File: config.mk
export PLATFORM = sky130hd
export DESIGN_NAME = of_scoreboard
export DESIGN_NICKNAME = d
export VERILOG_FILES = /design/src/rtl/of_scoreboard.sv
export SDC_FILE = /design/constraint.sdc
export NUM_CORES = 1
export LEC_CHECK = 0
export ABC_CLOCK_PERIOD_IN_PS = 6480
export BUFFER_PORTS_ARGS = -buffer_cell sky130_fd_sc_hd__buf_4
export CAP_MARGIN = 20
export CORE_ASPECT_RATIO = 1.75
export CORE_MARGIN = 4
export CORE_UTILIZATION = 35
export DETAILED_ROUTE_END_ITERATION = 10
export SLEW_MARGIN = 30
export SYNTH_ARGS = -nofsm -noshare
export SYNTH_HDL_FRONTEND = slang
export SYNTH_SLANG_ARGS = --single-unit
File: constraint.sdc
create_clock -name clk -period 6.48 [get_ports clk]
set_input_delay 0.648 -clock clk [delete_from_list [all_inputs] [get_ports clk]]
set_output_delay 0.648 -clock clk [all_outputs]
set_load 0.1 [all_outputs]
File: src/rtl/of_scoreboard.sv
// Register-hazard scoreboard for operand fetch: per-register pending-write counters gate issue to execute.
// Issue is combinational (zero added latency); stalls on RAW hazard, counter saturation, !ex_ready or flush.
module of_scoreboard #(
  parameter int NREG      = 16,
  parameter int CNT_W     = 2,
  parameter int WB_BYPASS = 1,
  localparam int IW       = $clog2(NREG)
) (
  input  logic            clk,
  input  logic            reset,
  input  logic            of_valid,
  input  logic [IW-1:0]   of_rs1,
  input  logic            of_rs1_en,
  input  logic [IW-1:0]   of_rs2,
  input  logic            of_rs2_en,
  input  logic [IW-1:0]   of_rd,
  input  logic            of_rd_en,
  input  logic            ex_ready,
  input  logic            wb_valid,
  input  logic [IW-1:0]   wb_rd,
  input  logic            flush,
  output logic            of_issue,
  output logic            of_stall,
  output logic [NREG-1:0] busy_vec,
  output logic [15:0]     stall_cycles,
  output logic            sb_err
);

  typedef enum logic [1:0] {RUN, STALL, FLUSH} state_t;

  localparam logic [CNT_W-1:0] CNT_MAX = '1;
  localparam logic [CNT_W-1:0] CNT_ONE = CNT_W'(1);
  localparam logic             BYPASS  = (WB_BYPASS != 0);

  state_t           state;
  logic [CNT_W-1:0] cnt [NREG];
  logic             pend1, pend2, sat, hazard;
  logic [NREG-1:0]  inc_vec, dec_vec;

  // A source whose only pending write retires this cycle is treated as ready when bypass is on.
  always_comb begin
    pend1  = (cnt[of_rs1] != '0) &
             ~(BYPASS & wb_valid & (wb_rd == of_rs1) & (cnt[of_rs1] == CNT_ONE));
    pend2  = (cnt[of_rs2] != '0) &
             ~(BYPASS & wb_valid & (wb_rd == of_rs2) & (cnt[of_rs2] == CNT_ONE));
    sat    = (cnt[of_rd] == CNT_MAX);
    hazard = (of_rs1_en & pend1) | (of_rs2_en & pend2) | (of_rd_en & sat);
  end

  assign of_issue = of_valid & ex_ready & ~hazard & (state != FLUSH) & ~flush;
  assign of_stall = of_valid & ~of_issue;

  always_comb begin
    inc_vec = '0;
    dec_vec = '0;
    if (of_issue && of_rd_en) inc_vec[of_rd] = 1'b1;
    if (wb_valid) dec_vec[wb_rd] = 1'b1;
  end

  always_comb begin
    busy_vec = '0;
    for (int r = 0; r < NREG; r++) busy_vec[r] = (cnt[r] != '0);
  end

  // Flush discards in-flight work, so its concurrent writeback is dropped without error.
  always_ff @(posedge clk) begin
    if (reset) begin
      for (int r = 0; r < NREG; r++) cnt[r] <= '0;
      sb_err <= 1'b0;
    end else if (flush) begin
      for (int r = 0; r < NREG; r++) cnt[r] <= '0;
    end else begin
      for (int r = 0; r < NREG; r++) begin
        if (inc_vec[r] && !dec_vec[r]) begin
          if (cnt[r] != CNT_MAX) cnt[r] <= cnt[r] + CNT_ONE;
        end else if (dec_vec[r] && !inc_vec[r]) begin
          if (cnt[r] == '0) sb_err <= 1'b1;
          else              cnt[r] <= cnt[r] - CNT_ONE;
        end
      end
    end
  end

  always_ff @(posedge clk) begin
    if (reset) begin
      state        <= RUN;
      stall_cycles <= '0;
    end else begin
      if (of_stall && stall_cycles != 16'hFFFF) stall_cycles <= stall_cycles + 16'd1;
      if (flush) begin
        state <= FLUSH;
      end else begin
        case (state)
          RUN:     state <= of_stall ? STALL : RUN;
          STALL:   state <= of_stall ? STALL : RUN;
          FLUSH:   state <= RUN;
          default: state <= RUN;
        endcase
      end
    end
  end

endmodule

* After elaboration in Yosys (flattened, before gate mapping)
Memories as Yosys holds them, arrays and structs flattened.
Cells that the tools add are included.
W data, S select, Z words.
** Storage, ports and cells
- Memories kept :: 1
- Output and inout port bits :: 35
- Logic and storage cells :: 537
- Input bits :: 25
- Bits in writable memories :: 32
- Register bits :: 19
** Cells by class
- Eq/ne operators :: 24
- Mux-type cells :: 296
- Bitwise logic cells :: 70
- Order comparisons :: 4
- Reduce and logical (&&, ||, !) cells :: 105
- Add/subtract/negate cells :: 33
** Memories
- cnt :: words 16, bits a word 2, rd ports 19, clocked after memory_dff 0, write ports 16, line 36 : logic [CNT_W-1:0] cnt [NREG];
** Operators by type and width (count)
- $mux W1 :: 243
- $mux W2 :: 49
- $or A1 B1 Y1 :: 50
- $logic_and A1 B1 Y1 :: 36
- $reduce_bool A2 Y1 :: 18
- $logic_not A2 Y1 :: 17
- $ne A2 B2 Y1 const B :: 17
- $add A2 B1 Y2 const B :: 16
- $logic_not A1 Y1 :: 32
- $mux W16 :: 2
- $sub A2 B1 Y2 const B :: 16
- $add A16 B1 Y16 const B :: 1
- $ne A16 B16 Y1 const B :: 1
- $and A1 B1 Y1 :: 14
- $lt A4 B5 Y1 const B :: 2
- $demux W1 S4 :: 2
- $eq A4 B4 Y1 :: 2
- $ge A4 B1 Y1 const B :: 2
- $eq A2 B1 Y1 const B :: 3
- $not A1 Y1 :: 6
- $reduce_or A3 Y1 :: 1
- $eq A2 B2 Y1 const B :: 1
- $reduce_or A2 Y1 :: 1

* Logic depth before layout (Yosys ltp)
Gate-level depths: netlist of the first run.
- Word-level depth :: 73
- Gate-level depth with buffers :: 12
- Mapped depth without buffers :: 9

* Worst setup path before layout of the first run
No wires, ideal clock.
- Path kind :: input -> output
- Start :: input port of_rd[0]
- End :: output port of_stall
- Path slack :: 1.847 ns
- Arrival time :: 3.985 ns
- Data required time :: 5.832 ns
- Path buffers :: 2
- Cell stages on the path :: 9
- Path through :: clkbuf_1 buf_1 nor2_1 a211oi_1 nand3_1 a22oi_1 nor2_1 and2_1 nor2b_1
** On the way
- Longest elaborated chain between the ends :: 10
** RTL lines
- from (decl) :: line 16 : input logic [IW-1:0] of_rd,
- $mem_v2 Z16 W2
- $eq A2 B2 Y1 :: line 46 : sat = (cnt[of_rd] == CNT_MAX);
- $and A1 B1 Y1 :: line 47 : hazard = (of_rs1_en & pend1) | (of_rs2_en & pend2) | (of_rd_en & sat);
- $or A1 B1 Y1 :: line 47
- $not A1 Y1 :: line 50 : assign of_issue = of_valid & ex_ready & ~hazard & (state != FLUSH) & ~flush;
- $and A1 B1 Y1 (3 in series) :: line 50
- named net of_issue :: line 22 : output logic of_issue,
- $not A1 Y1 :: line 51 : assign of_stall = of_valid & ~of_issue;
- $and A1 B1 Y1 :: line 51
- to (decl) :: line 23 : output logic of_stall,
The timed path passes the listed nets, and every way through them passes these cells.

==> summary.md, run 1 <==
| Metric | Value |
|---|---|
| Post-layout util | 0.4101 |
| Seq/Total Area, Yosys | 0.2907 |
| Die area | 15160 sq um |
| First-pass GRT wire length | 27020 um |
| Mapped cell area | 4614 sq um |
| Vias in the first global route | 4748 |
| Die H | 159.9 um |
| Syn. warnings | 0 |
| Mapped Cells | 537 |
| Slew HR | 0.3757 |
| Commonest non-fill, non-tap cell in the layout | buf_4 |
| Startpoint types | flop |
| Share of layout cells above drive strength 1 | 0.1678 |
| Outcome | finished, final reports clean |
| Final ANT Viol Nets | 0 |
| Via count | 4704 |
| Cell variety after synth | between 60 and 70 |
| Total track usage | 0.2341 |
| Fin. Hold Viols | 0 |
| Final net count | 617 |
| Async set-or-reset flop fraction in the synthesized netlist | 0 |
| WL per Instance | 23.23 um |
| GP Congestion | 0.9968 |
| CP Class | flop to flop |
| Number of diodes | 0 |
| Buf/Inv on CP | 0 |
| Max Cap Viol | 0 |
| EDFF count, synth | 32 |
| FMAX | approximately 0.24 GHz |
| Hold Slack | 0.4304 ns |
| Synth top area share | 0.2082 |
| Cell Rows | 55 |
| RSZ-0062 raised after global routing | no |
| DR vias/cell | 6.331 |
| Final WL | between 15000 and 20000 um |
| First-pass DRT Iterations | 5 |
| Hold Path Class | flop to flop |
| Largest net degree at the start of global routing | 30 |
| Commonest cells after routing, fill and taps aside | 60 x buf_4, 44 x inv_1, 38 x nand3_1 |
| Power density cells | 176.9 nW/um^2 |
| CTS Sinks | 51 |
| Die width | 94.80 um |
| H-tree level count | 2 |
| Dpl cells | 735 |
| Setup TNS | 0 ns |
| TritonCTS clock tree | done |
| # resized after CTS | 0 |
| Crit-path max FO | 12 |
| Worst Tran Pin Value | between 0.9 and 1 ns |
| Setup repair bufs after CTS | 0 |
| Top cells by area, synth | edfxtp_1 21%, mux4_2 8.3%, dfxtp_1 8.2%, ha_1 5.7%, mux2i_1 4.8% |
| Dpl hpwl | 13270 um |
| CP Capture Type | flop |
| CP max stage delay | 0.83 ns |
| DRC violations left | 0 |
| Max IR drop VDD | 0.1274 mV |
| Core area | 12940 sq um |
| Starting density of the core | 0.3567 |
| LEAKAGE | slightly below 2 nW |
| Crit path max-delay family | simple AND/OR/NAND/NOR gates |
| Main synth FF type | edfxtp_1 |
| Max Slew Vio Count | 0 |
| Slowest stage cell, crit path | a311oi_2 |
| DRT iter0 DRCs | 351 |
| Fin crit share | 0.6382 |
| Clk_skew | between 0.009 and 0.01 ns |
| Antenna violations before repair | 0 |
| Fin crit period | approximately 4.1 ns |
| Root buf cell | clkbuf_16 |
| Worst skew pair latency | approximately 0.30 ns |
| Synth Area per Inst | 8.593 sq um |
| Data arrival, critical path | 4.15 ns |
| Post-synth net total | 583 |
| Num CTS Buffers | 5 |
| CTS clk-pin slew, worst paths | ~0.07 ns |
| Critical Path RT | approximately 6.5 ns |
| Yosys reg bits | 51 |
| CTS Hold Bufs | 0 |
| Num ports | 60 |
| Final setup vio count | 0 |
| Leading area contributor after synthesis | edfxtp_1 |
| Cell Count, Final, Fillers Out | 743 |
| Area grow syn2layout | 14.97% |
| Max clock buf depth | 2 |
| IO Port Bufs | 59 |
| CP Cell Sequence | mux4_2 > and2_1 > a211oi_1 > o211ai_1 > a311oi_2 > or4b_1 > or4_1 > nand3_1 |
| GR Overflow Total | 0 |
[synth_stat cells (all sizes together) (5+ instances only)]
library cell / number
nand2b: 7
nor2: 31
or4: 15
xor2: 5
a211oi: 7
clkbuf: 24
buf: 9
o2111ai: 6
and3: 6
or2: 5
nor3: 21
a21oi: 30
o21ai: 29
mux2i: 22
nand2: 36
o31ai: 10
o211ai: 11
nor2b: 7
or3: 13
nand3: 38
dfxtp: 19
ha: 21
mux4: 17
and2: 5
a22oi: 5
a31oi: 8
inv: 44
edfxtp: 32
[metrics by stage]
step,power [mW],cell area (sq um),setup WS [ns]
after floorplan,0.5605,4614,1.847
final,0.9384,5305,2.344
after global placement,0.6375,5141,2.156
after CTS,0.9450,5305,2.385
after global routing,0.9748,5305,2.134
after detailed placement,0.6385,5141,2.077
[final cells by class]
cell class	count	area, sq um
fillers	1365	7632
multi-input cells	409	2970
flip-flops and latches	51	1341
repair buffers	60	450.4
well taps	171	214.0
inverters	44	165.2
clock buffers	5	125.1
clock inverters	3	38.79
[layer usage]
layer | vias to the layer above | wire length [um] | GRT usage
li1 | 2128 | - | -
met1 | 2285 | 6261 | 0.2587
met3 | 64 | 1011 | 0.03016
met2 | 227 | 8845 | 0.4080
met4 | 0 | 1140 | 0.1524
met5 | - | 0 | 0
[report_power, final]
group | total [mW] | leakage [nW] | internal, mW | switching (mW)
clock network | 0.303 | 0.0812 | 0.180 | 0.123
logic | 0.255 | 1.39 | 0.0753 | 0.179
registers | 0.380 | 0.511 | 0.356 | 0.0239
[cell families (layout without fill, tap and decap cells)]
group                      count (synthesis)  after routing  synth area share
buffers and inverters                     77            112           0.06562
DFF                                       51             51            0.2907
muxes                                     43             43            0.1405
xor gates and xnor gates                   8              8           0.01518
and+or+nand+nor                          203            203            0.2348
AOI/OAI and AO/OA                        134            134            0.1963
adders and majority gates                 21             21           0.05694
[worst register-to-register path, delay by kind of cell, from the launching register on]
| family | cells | cell delay [ns] |
|---|---|---|
| AND/OR/NAND/NOR | 4 | 1.62 |
| AO/OA/AOI/OAI | 3 | 1.17 |
| multiplexers | 1 | 0.52 |
| flip-flops | 1 | 0.54 |
[flip-flops by register name (all words and copies together), names as in the netlist]
name / count
sb_err: 1
cnt: 32
stall_cycles: 16
state: 2
[path summary, 6_finish.rpt]
path / startpoint / to / depth (start not counted) / slack [ns]
setup / recovery: cnt[5][1] / cnt[7][1] / 8 / 2.34
hold / removal: state[1] / state[0] / 1 / 0.43
setup reg to reg: cnt[5][1] / cnt[7][1] / 8 / 2.34
hold reg to reg: state[1] / state[0] / 1 / 0.43
Note: power is estimated with default switching activity, not from simulation.
==> run 2: changes to the inputs <==
--- a/config.mk
+++ b/config.mk
@@ -5,7 +5,7 @@
 export SDC_FILE = /design/constraint.sdc
 export NUM_CORES = 1
 export LEC_CHECK = 0
-export ABC_CLOCK_PERIOD_IN_PS = 6480
+export ABC_CLOCK_PERIOD_IN_PS = 3900
 export BUFFER_PORTS_ARGS = -buffer_cell sky130_fd_sc_hd__buf_4
 export CAP_MARGIN = 20
 export CORE_ASPECT_RATIO = 1.75
==> constraint.sdc (replaced) <==
create_clock -name clk -period 3.9 [get_ports clk]
set_input_delay 0.39 -clock clk [delete_from_list [all_inputs] [get_ports clk]]
set_output_delay 0.39 -clock clk [all_outputs]
set_load 0.1 [all_outputs]
==> run 2 against run 1 <==
Sequential share of layout area down 0.68 points. Register-to-register slack worse by 1.9 ns. Critical path type unchanged. Clock power is 60% higher. Wire length up 5.8%. Sequential power is 64% higher. Core utilization up 1.1 points. Clock-buffer cell count grew 3. Total power increased by 66%. Worst hold slack worse by 0.019 ns. Largest cell class unchanged.
==> summary.md, run 2 (synthesized netlist as in run 1, its figures left out) <==
| Metric | Value |
|---|---|
| Worst Tran Pin Value | 0.9428 ns |
| Final WL | 18250 um |
| RR Endpoint | cnt[5][0] |
| Startpoint types | flop |
| First-pass GRT wire length | 28060 um |
| Post-layout util | 0.4214 |
| Met1 WL | 6416 um |
| Area of the multi-input gates | between 2000 and 3000 sq um |
| Hold Startpoint | flush |
| Core area | roughly 13000 sq um |
| # fillers | around 1400 |
| Die area | 15160 sq um |
| Data arrival, critical path | 3.49 ns |
| # resized after CTS | 0 |
| Setup repair bufs after CTS | 0 |
| Share of layout cells above drive strength 1 | 0.1959 |
| RSZ-0062 raised after global routing | no |
| WL per Instance | 23.92 um |
| Commonest non-fill, non-tap cell in the layout | buf_4 |
| Root buf cell | clkbuf_16 |
| Num ports | 60 |
| Top Layer Used | met4 |
| Clk_skew | about 0.0055 ns |
| Num CTS Buffers | 5 |
| Fin. Hold Viols | 0 |
| Sequential standard cell area | roughly 1300 sq um |
| CTS Sinks | between 50 and 60 |
| Max Slew Vio Count | 0 |
| DRC violations left | 0 |
| Regs by FF count | cnt: 32 flops, stall_cycles: 16 flops, state: 2 flops |
| Critical Path RT | a little under 4 ns |
| H-tree level count | 2 |
| Starting density of the core | 0.3567 |
| FMAX | 0.2873 GHz |
| GP Congestion | ~1 |
| Reg-to-reg slack, setup | 0.42 ns |
| Number of flip-flops under the largest register name | 32 |
| CP Class | flop to flop |
| R2r worst-path depth | 10 |
| Outcome | finished, final reports clean |
| Die width | 94.80 um |
| Commonest cells after routing, fill and taps aside | 80 x buf_4, 44 x inv_1, 38 x nand3_1 |
| Max Cap Viol | 0 |
| Crit-path max FO | 11 |
| Vias in the first global route | 4856 |
| Worst r2r src | cnt[8][0] |
| Metal2 WL | slightly above 9000 um |
| TritonCTS clock tree | done |
| CP Capture Type | flop |
| Hold Path Class | input pin to flop |
| Fin crit share | 0.8925 |
| Area grow syn2layout | 18.14% |
| Number of diodes | 0 |
| Final ANT Viol Nets | 0 |
| Max IR drop VDD | approximately 0.21 mV |
| Final setup vio count | 0 |
| LEAKAGE | between 2 and 2.5 nW |
| Largest net degree at the start of global routing | 26 |
| CTS clk-pin slew, worst paths | 0.07 ns |
| Via count | 4777 |
| Total track usage | 0.2450 |
| Slew HR | 0.3701 |
| Max clock buf depth | 2 |
| Dpl hpwl | 14520 um |
| IO Port Bufs | 59 |
| GR Overflow Total | 0 |
| Setup TNS | 0 ns |
| Power density cells | 285.4 nW/um^2 |
| DRT iter0 DRCs | 331 |
| Hold Path Sink | state[1] |
| First-pass DRT Iterations | 5 |
| Metal3 WL | 1035 um |
| Hold path cells | 2 |
| Worst skew pair latency | 0.30 ns |
| Cell Rows | 55 |
| Final net count | roughly 640 |
| CTS Hold Bufs | 0 |
| Most flops, register | cnt |
| DR vias/cell | 6.261 |
| Antenna violations before repair | 0 |
| Fin crit period | 3.481 ns |
| Total power after layout | around 1.6 mW |
| Die H | 159.9 um |
==> run 2: final cells by class <==
type,instances,share of cell area
Multi-Input combinational cell,409,0.5453
Clock buffer,8,0.02892
Timing Repair Buffer,80,0.1102
Tap cell,171,0.03925
Sequential cell,51,0.2460
Inverter,44,0.03030
==> run 2: power by group <==
part | total, mW | internal, mW | switching, mW
logic | 0.447 | 0.136 | 0.311
clock network | 0.485 | 0.278 | 0.206
registers | 0.624 | 0.591 | 0.0326
==> run 2: worst max path at each step <==
stage	startpoint	end	cells after the start	slack (ns)
5_1_grt	cnt[8][0]	cnt[1][1]	10	0.32
6_report	cnt[8][0]	cnt[5][0]	10	0.42
2_1_floorplan	of_rs2[2]	state[0]	10	0.27
3_3_place_gp	of_rs2[1]	cnt[7][0]	9	0.44
3_5_place_dp	of_rs2[1]	cnt[7][1]	9	0.41
4_1_cts	cnt[8][0]	cnt[7][1]	8	0.41
==> run 2: layer usage <==
| metal | GRT usage | up-vias |
|---|---|---|
| met2 | 0.4234 | 237 |
| met1 | 0.2593 | 2301 |
| li1 | - | 2158 |
| met4 | 0.1859 | 0 |
| met3 | 0.03629 | 81 |
| met5 | 0 | - |
==> run 2: worst max-delay path, stage by stage (launching register included) <==
cell and delay (ns):
edfxtp_1 0.48, buf_4 0.23, mux4_2 0.45, o211ai_1 0.29
a21oi_1 0.13, a311oi_2 0.35, buf_4 0.24, nand3_1 0.09
buf_4 0.20, or4_1 0.57, nand3_1 0.17
==> run 2: through the flow <==
| step | instances | setup slack, ns | hold slack [ns] | area, sq um |
|---|---|---|---|---|
| 2_1_floorplan | 537 | 0.2709 | 0.3990 | 4617 |
| 3_3_place_gp | 755 | 0.4398 | 0.4082 | 5294 |
| 3_5_place_dp | 755 | 0.4085 | 0.4253 | 5294 |
| 4_1_cts | 763 | 0.4105 | 0.4225 | 5451 |
| 5_1_grt | 763 | 0.3231 | 0.4349 | 5451 |
| 6_report | 763 | 0.4193 | 0.4115 | 5451 |
